===== src/rtl/mem_copy_sequencer_pkg.sv =====
`default_nettype none
// ============================================================================
// Module  : mem_copy_pkg
// Purpose : Shared types and limits for the block-copy sequencer.
// Revision: 1.0  initial release
// ============================================================================
package mem_copy_pkg;

    // Copy controller states.
    typedef enum logic [1:0] {
        IDLE  = 2'd0,
        ISSUE = 2'd1,
        DRAIN = 2'd2,
        DONE  = 2'd3
    } state_t;

    // Supported source read latency range.
    localparam int RD_LAT_MIN = 1;
    localparam int RD_LAT_MAX = 4;

endpackage
`default_nettype wire


===== src/rtl/mem_copy_sequencer_if.sv =====
`default_nettype none
// ============================================================================
// Module  : mem_copy_sequencer_if
// Purpose : Command, status and memory-port bundle of the copy sequencer.
//           slave  = sequencer side, master = controller/memory side.
// Revision: 1.0  initial release
// ============================================================================
interface mem_copy_sequencer_if #(
    parameter int ADDR_W = 4,
    parameter int DATA_W = 8
);
    logic              start_sig;
    logic              abort_sig;
    logic              rev_mode;
    logic [ADDR_W-1:0] src_base;
    logic [ADDR_W-1:0] dst_base;
    logic [ADDR_W:0]   length;
    logic              rd_en;
    logic [ADDR_W-1:0] rd_addr;
    logic [DATA_W-1:0] rd_data;
    logic              write_en;
    logic [ADDR_W-1:0] wr_addr;
    logic [DATA_W-1:0] wr_data;
    logic              busy;
    logic              done_sig;
    logic              aborted;

    modport slave (
        input  start_sig, abort_sig, rev_mode, src_base, dst_base, length, rd_data,
        output rd_en, rd_addr, write_en, wr_addr, wr_data, busy, done_sig, aborted
    );

    modport master (
        output start_sig, abort_sig, rev_mode, src_base, dst_base, length, rd_data,
        input  rd_en, rd_addr, write_en, wr_addr, wr_data, busy, done_sig, aborted
    );
endinterface
`default_nettype wire


===== src/rtl/mem_copy_sequencer_valid_pipe.sv =====
`default_nettype none
// ============================================================================
// Module  : copy_valid_pipe
// Purpose : RD_LAT-deep shift register tracking which cycles carry returned
//           read data; the last stage marks a word to be written.
// Revision: 1.0  initial release
// ============================================================================
module copy_valid_pipe #(
    parameter int RD_LAT = 1
) (
    input  logic clk,
    input  logic rst_n,
    input  logic i_flush,
    input  logic i_valid,
    output logic o_tap,
    output logic o_any_valid
);
    logic [RD_LAT-1:0] r_stages;

    // Shift read tags toward the write tap; flush discards in-flight words.
    always_ff @(posedge clk) begin
        if (!rst_n || i_flush) begin
            r_stages <= '0;
        end else begin
            r_stages[0] <= i_valid;
            for (int i = 1; i < RD_LAT; i++) begin
                r_stages[i] <= r_stages[i-1];
            end
        end
    end

    assign o_tap       = r_stages[RD_LAT-1];
    assign o_any_valid = |r_stages;

endmodule
`default_nettype wire


===== src/rtl/mem_copy_sequencer.sv =====
`default_nettype none
// ============================================================================
// Module  : mem_copy_sequencer
// Purpose : Block copy from a synchronous read memory to a write port, one
//           read per cycle, forward or reversed destination, with abort.
// Revision: 1.0  initial release
// ============================================================================
module mem_copy_sequencer
    import mem_copy_pkg::*;
#(
    parameter int ADDR_W = 4,
    parameter int DATA_W = 8,
    parameter int RD_LAT = 1
) (
    input  logic clk,
    input  logic rst_n,
    mem_copy_sequencer_if.slave bus
);
    localparam logic [ADDR_W:0]   c_max_len  = {1'b1, {ADDR_W{1'b0}}};
    localparam logic [ADDR_W:0]   c_one_len  = {{ADDR_W{1'b0}}, 1'b1};
    localparam logic [ADDR_W-1:0] c_one_addr = {{(ADDR_W-1){1'b0}}, 1'b1};

    generate
        if ((RD_LAT < RD_LAT_MIN) || (RD_LAT > RD_LAT_MAX)) begin : g_rd_lat_invalid
            $error("mem_copy_sequencer: RD_LAT must be within 1..4");
        end
    endgenerate

    state_t            r_state;
    logic              r_rev;
    logic              r_abort_seen;
    logic [ADDR_W:0]   r_rd_left;
    logic [ADDR_W-1:0] r_wr_ptr;
    logic              r_rd_en;
    logic [ADDR_W-1:0] r_rd_addr;
    logic              r_write_en;
    logic [ADDR_W-1:0] r_wr_addr;
    logic [DATA_W-1:0] r_wr_data;
    logic              r_busy;
    logic              r_done;
    logic              r_aborted;

    logic              w_flush;
    logic              w_tap;
    logic              w_any_valid;
    logic              w_wr_fire;
    logic [ADDR_W:0]   w_len;

    // Lengths beyond the memory depth copy the whole memory once.
    assign w_len     = (bus.length > c_max_len) ? c_max_len : bus.length;
    assign w_flush   = bus.abort_sig && ((r_state == ISSUE) || (r_state == DRAIN));
    assign w_wr_fire = w_tap && !w_flush;

    copy_valid_pipe #(
        .RD_LAT (RD_LAT)
    ) u_valid_pipe (
        .clk         (clk),
        .rst_n       (rst_n),
        .i_flush     (w_flush),
        .i_valid     (r_rd_en),
        .o_tap       (w_tap),
        .o_any_valid (w_any_valid)
    );

    // Copy FSM, read/write address counters and all registered outputs.
    // A zero-length or aborted copy goes through DRAIN with an empty pipe,
    // which then finishes in one cycle so done_sig lands one cycle later.
    always_ff @(posedge clk) begin
        if (!rst_n) begin
            r_state      <= IDLE;
            r_rev        <= 1'b0;
            r_abort_seen <= 1'b0;
            r_rd_left    <= '0;
            r_wr_ptr     <= '0;
            r_rd_en      <= 1'b0;
            r_rd_addr    <= '0;
            r_write_en   <= 1'b0;
            r_wr_addr    <= '0;
            r_wr_data    <= '0;
            r_busy       <= 1'b0;
            r_done       <= 1'b0;
            r_aborted    <= 1'b0;
        end else begin
            r_write_en <= w_wr_fire;
            r_done     <= 1'b0;
            r_aborted  <= 1'b0;
            if (w_wr_fire) begin
                r_wr_addr <= r_wr_ptr;
                r_wr_data <= bus.rd_data;
                r_wr_ptr  <= r_rev ? (r_wr_ptr - c_one_addr) : (r_wr_ptr + c_one_addr);
            end
            case (r_state)
                IDLE: begin
                    if (bus.start_sig && !bus.abort_sig) begin
                        r_busy       <= 1'b1;
                        r_rev        <= bus.rev_mode;
                        r_wr_ptr     <= bus.dst_base;
                        r_rd_addr    <= bus.src_base;
                        r_abort_seen <= 1'b0;
                        if (w_len == '0) begin
                            r_state <= DRAIN;
                        end else begin
                            r_rd_en   <= 1'b1;
                            r_rd_left <= w_len - c_one_len;
                            r_state   <= ISSUE;
                        end
                    end
                end
                ISSUE: begin
                    if (bus.abort_sig) begin
                        r_rd_en      <= 1'b0;
                        r_rd_left    <= '0;
                        r_abort_seen <= 1'b1;
                        r_state      <= DRAIN;
                    end else if (r_rd_left != '0) begin
                        r_rd_addr <= r_rd_addr + c_one_addr;
                        r_rd_left <= r_rd_left - c_one_len;
                    end else begin
                        r_rd_en <= 1'b0;
                        r_state <= DRAIN;
                    end
                end
                DRAIN: begin
                    if (bus.abort_sig) begin
                        r_abort_seen <= 1'b1;
                    end else if (!w_any_valid) begin
                        r_done    <= 1'b1;
                        r_aborted <= r_abort_seen;
                        r_state   <= DONE;
                    end
                end
                DONE: begin
                    r_busy  <= 1'b0;
                    r_state <= IDLE;
                end
                default: r_state <= IDLE;
            endcase
        end
    end

    assign bus.rd_en    = r_rd_en;
    assign bus.rd_addr  = r_rd_addr;
    assign bus.write_en = r_write_en;
    assign bus.wr_addr  = r_wr_addr;
    assign bus.wr_data  = r_wr_data;
    assign bus.busy     = r_busy;
    assign bus.done_sig = r_done;
    assign bus.aborted  = r_aborted;

endmodule
`default_nettype wire


===== src/flat_wrapper.sv =====
// flat-port wrapper written by rule: the top's interface ports become plain ports
module mem_copy_sequencer_flat import mem_copy_pkg::*;
#(
    parameter int ADDR_W = 4,
    parameter int DATA_W = 8,
    parameter int RD_LAT = 1
)
  (clk, rst_n, bus_start_sig, bus_abort_sig, bus_rev_mode, bus_src_base, bus_dst_base, bus_length, bus_rd_data, bus_rd_en, bus_rd_addr, bus_write_en, bus_wr_addr, bus_wr_data, bus_busy, bus_done_sig, bus_aborted);
  mem_copy_sequencer_if #(.ADDR_W(ADDR_W), .DATA_W(DATA_W)) bus_i ();
  input  logic clk;
  input  logic rst_n;
  input wire logic [$bits(bus_i.start_sig)-1:0] bus_start_sig;
  input wire logic [$bits(bus_i.abort_sig)-1:0] bus_abort_sig;
  input wire logic [$bits(bus_i.rev_mode)-1:0] bus_rev_mode;
  input wire logic [$bits(bus_i.src_base)-1:0] bus_src_base;
  input wire logic [$bits(bus_i.dst_base)-1:0] bus_dst_base;
  input wire logic [$bits(bus_i.length)-1:0] bus_length;
  input wire logic [$bits(bus_i.rd_data)-1:0] bus_rd_data;
  output wire logic [$bits(bus_i.rd_en)-1:0] bus_rd_en;
  output wire logic [$bits(bus_i.rd_addr)-1:0] bus_rd_addr;
  output wire logic [$bits(bus_i.write_en)-1:0] bus_write_en;
  output wire logic [$bits(bus_i.wr_addr)-1:0] bus_wr_addr;
  output wire logic [$bits(bus_i.wr_data)-1:0] bus_wr_data;
  output wire logic [$bits(bus_i.busy)-1:0] bus_busy;
  output wire logic [$bits(bus_i.done_sig)-1:0] bus_done_sig;
  output wire logic [$bits(bus_i.aborted)-1:0] bus_aborted;
  assign bus_i.start_sig = bus_start_sig;
  assign bus_i.abort_sig = bus_abort_sig;
  assign bus_i.rev_mode = bus_rev_mode;
  assign bus_i.src_base = bus_src_base;
  assign bus_i.dst_base = bus_dst_base;
  assign bus_i.length = bus_length;
  assign bus_i.rd_data = bus_rd_data;
  assign bus_rd_en = bus_i.rd_en;
  assign bus_rd_addr = bus_i.rd_addr;
  assign bus_write_en = bus_i.write_en;
  assign bus_wr_addr = bus_i.wr_addr;
  assign bus_wr_data = bus_i.wr_data;
  assign bus_busy = bus_i.busy;
  assign bus_done_sig = bus_i.done_sig;
  assign bus_aborted = bus_i.aborted;
  mem_copy_sequencer #(.ADDR_W(ADDR_W), .DATA_W(DATA_W), .RD_LAT(RD_LAT)) u_core (.clk(clk), .rst_n(rst_n), .bus(bus_i));
endmodule

===== config.mk =====
export PLATFORM = sky130hd
export DESIGN_NAME = mem_copy_sequencer_flat
export DESIGN_NICKNAME = d
export VERILOG_FILES = /design/src/rtl/mem_copy_sequencer_pkg.sv /design/src/rtl/mem_copy_sequencer_if.sv /design/src/rtl/mem_copy_sequencer_valid_pipe.sv /design/src/rtl/mem_copy_sequencer.sv /design/src/flat_wrapper.sv
export SDC_FILE = /design/constraint.sdc
export NUM_CORES = 1
export LEC_CHECK = 0
export CAP_MARGIN = 10
export CORE_MARGIN = 1
export CORE_UTILIZATION = 48
export CTS_BUF_LIST = sky130_fd_sc_hd__clkbuf_8 sky130_fd_sc_hd__clkbuf_16
export CTS_CLUSTER_DIAMETER = 40
export CTS_CLUSTER_SIZE = 10
export DETAILED_ROUTE_END_ITERATION = 7
export PLACE_DENSITY = 0.9
export SLEW_MARGIN = 20
export SYNTH_ARGS = -nofsm -noshare
export SYNTH_HDL_FRONTEND = slang
export SYNTH_HIERARCHICAL = 1
export SYNTH_SLANG_ARGS = --single-unit
export TNS_END_PERCENT = 1

===== constraint.sdc =====
create_clock -name clk -period 4.34 [get_ports clk]
set_clock_uncertainty 0.1 [all_clocks]
set_input_delay 1.302 -clock clk [delete_from_list [all_inputs] [get_ports clk]]
set_output_delay 1.302 -clock clk [all_outputs]
set_load 0.02 [all_outputs]

==> results.json <==
{
  "holdBufCountCts": 0,
  "start_util_pct": 50.3,
  "grt_pass1_wl_mm": 6.85,
  "syn_inst": 220,
  "post-route-drc-count": 0,
  "ys_async_sr_fraction_pct": 0,
  "setup_tns_ns": 0,
  "worstMarginPinSlew_ns": 0.750,
  "io_pins": 47,
  "ant_nets": 0,
  "synth_top_area_share_pct": 38.1,
  "dp_hpwl_mm": 3.02,
  "vias": 1718,
  "top_layer": "met4",
  "hold_viol": 0,
  "critPathMaxStageDelay_ns": 0.64,
  "netlist_top_cells_area": "dfxtp_1 (38%), nand2_1 (8.6%), ha_1 (7.5%), a21oi_1 (6.3%), o21ai_0 (2.4%)",
  "ys_ff_latch": 35,
  "die-area_um2": 4090,
  "synth_edf_count": 0,
  "crit_family": "compound AO/OA/AOI/OAI gates",
  "antenna_found_initial": 0,
  "crit_buf_inv": 1,
  "grt_use_total_pct": 21.7,
  "status": "finished, final reports clean",
  "crit_type": "in2reg",
  "area_growth_pct": 31.2,
  "finalCritPeriodShare_pct": 76.9,
  "grt_pass1_vias": 1525,
  "clk_latency_ns": 0.29,
  "grt_max_degree": 27,
  "diodes": 0,
  "fmax_mhz": 299,
  "ir_drop_mv": 0.372,
  "clockBufferDepth": 2,
  "crit_chain": "clkdlybuf4s50_1, nand3b_1, o22ai_1, nand2_1, o32ai_1",
  "setup_violations": 0,
  "synth_cell_types": 52,
  "fp.dieH_um": 63.9,
  "p_per_area_nw_per_um2": 488,
  "routed_via_density": 5.47,
  "coreArea_um2": 3660,
  "clock_sinks": 35,
  "wirelength_mm": 4.21,
  "cp.required_ns": 4.44,
  "overflow": 0,
  "cp-end-kind": "register",
  "layout.nets": 303,
  "max-slew-margin-rel_pct": 49.7,
  "synth_warnings": 6,
  "globalplace.congestion": 0.849,
  "syn-num-nets": 258,
  "clockRootBuffer": "clkbuf_8",
  "cp_slowest_cell": "clkdlybuf4s50_1",
  "wl_met3_um": 237,
  "rsz0062_at_grt": "no",
  "seqCellArea_um2": 701,
  "wl_met1_mm": 1.79,
  "io_buffer_count": 46,
  "period_needed_ns": 3.34,
  "leakagePower_uw": 0.000895,
  "postCtsSetupBuffers": 0,
  "p_total_uw": 1180,
  "clk_pin_slew_ns": 0.07,
  "final_max_slew_viol_count": 0,
  "drt_pre_antenna_iters": 4,
  "htree_num_levels": 2,
  "cp_max_fo": 14,
  "ys_seq_area_share_pct": 38.1,
  "avgSynthCellArea_um2": 8.37,
  "synth_ff_type": "dfxtp_1",
  "cp-start-kind": "primary input",
  "dieWidth_um": 63.9,
  "cts.repair.resized": 0,
  "routedWlPerCell_um": 13.4,
  "syn_area_um2": 1840,
  "cts-buffers-inserted": 5,
  "drive_gt1_share_pct": 6.02,
  "multiInputGateArea_um2": 1050,
  "route.met2.wl_mm": 2.13,
  "n_fill_cell": 305,
  "num_rows": 22,
  "drtIter0Drc": 91,
  "hold_path_class": "reg2reg",
  "cap_violations": 0,
  "cts_tree": "yes",
  "synth.largest_area_cell": "dfxtp_1",
  "arrival_ns": 3.44
}
through the flow:
stage | setup slack, ns | std cells | area (µm²) | util (%) | hold slack [ns]
2_1_floorplan | 1.72 | 220 | 1840 | - | 0.334
3_3_place_gp | 0.869 | 306 | 2330 | 63.6 | 0.343
3_5_place_dp | 0.751 | 306 | 2330 | 63.6 | 0.348
4_1_cts | 1.04 | 314 | 2410 | 66.0 | 0.358
5_1_grt | 0.788 | 314 | 2410 | 66.0 | 0.386
6_report | 1.00 | 314 | 2410 | 66.0 | 0.355
Yosys cell counts, types with 2 or more instances:
master,n
a211o_1,2
clkbuf_1,6
o2bb2ai_1,2
a211oi_1,4
nand2_1,42
nor3_1,4
nor2_1,10
o21a_1,2
a21oi_1,23
o21ai_0,9
inv_1,12
a311oi_1,3
mux2i_1,3
xnor2_1,3
nand3_1,4
ha_1,11
dfxtp_1,35
o31ai_1,3
and2_1,2
nand2b_1,7
a21boi_0,2
where the power goes:
| group | total (µW) | switching [µW] | internal [µW] |
|---|---|---|---|
| Sequential | 432 | 54.9 | 377 |
| Clock | 226 | 117 | 110 |
| Combinational | 521 | 289 | 231 |
cells in the final DEF, fill, tap and decap left out, types with 2 or more instances in the layout:
master           count
clkdlybuf4s50_1     46
nand2_1             42
dfxtp_1             35
a21oi_1             23
inv_1               13
ha_1                11
nor2_1              10
o21ai_0              9
nand2b_1             7
clkbuf_8             5
nor3_1               4
nand3_1              4
a211oi_1             4
mux2i_1              3
o31ai_1              3
a311oi_1             3
xnor2_1              3
and2_1               2
a211o_1              2
a21boi_0             2
o21a_1               2
o2bb2ai_1            2
registers in the layout, summed over array words and instances, names as in the netlist, 2 cells and up:
signal / cells
u_core/r_rd_left: 5
u_core/bus.wr_data: 8
u_core/r_wr_ptr: 4
u_core/bus.rd_addr: 4
u_core/bus.wr_addr: 4
u_core/r_state: 2
path summary, 6_finish.rpt:
path / startpoint / end / slack (ns) / cells after the start
worst max-delay path: bus_abort_sig / u_core/r_rd_left[3] / 1.00 / 5
worst min-delay path: u_core/bus.wr_addr[2] / u_core/bus.wr_addr[2] / 0.36 / 2
worst max register to register: u_core/r_state[1] / u_core/bus.rd_addr[2] / 2.01 / 6
worst min register to register: u_core/bus.wr_addr[2] / u_core/bus.wr_addr[2] / 0.36 / 2
layout make-up:
type | count | area share (%)
timing repair buffer | 47 | 19.4
multi-input combinational | 163 | 43.6
sequential | 35 | 29.0
inverter | 13 | 2.02
tap | 48 | 2.49
clock inverter | 3 | 0.674
clock buffer | 5 | 2.85
metal layers:
layer / up-vias / global-route usage (%)
met5: - / 0
met4: 0 / 9.66
met3: 5 / 3.75
met2: 58 / 36.7
met1: 793 / 26.6
li1: 862 / -
worst min-delay path: stages (launching register included):
cell     delay, ns
dfxtp_1       0.31
nand2_1       0.05
a21oi_1       0.05
cells by family after synthesis:
group           share of synthesized area [%]
buf+inv                                  4.76
compound gates                           23.0
flops                                    38.1
xor+xnor                                 1.90
fa+ha+maj                                8.57
mux                                      2.24
simple gates                             21.4
(Power assumes the default switching activity.)
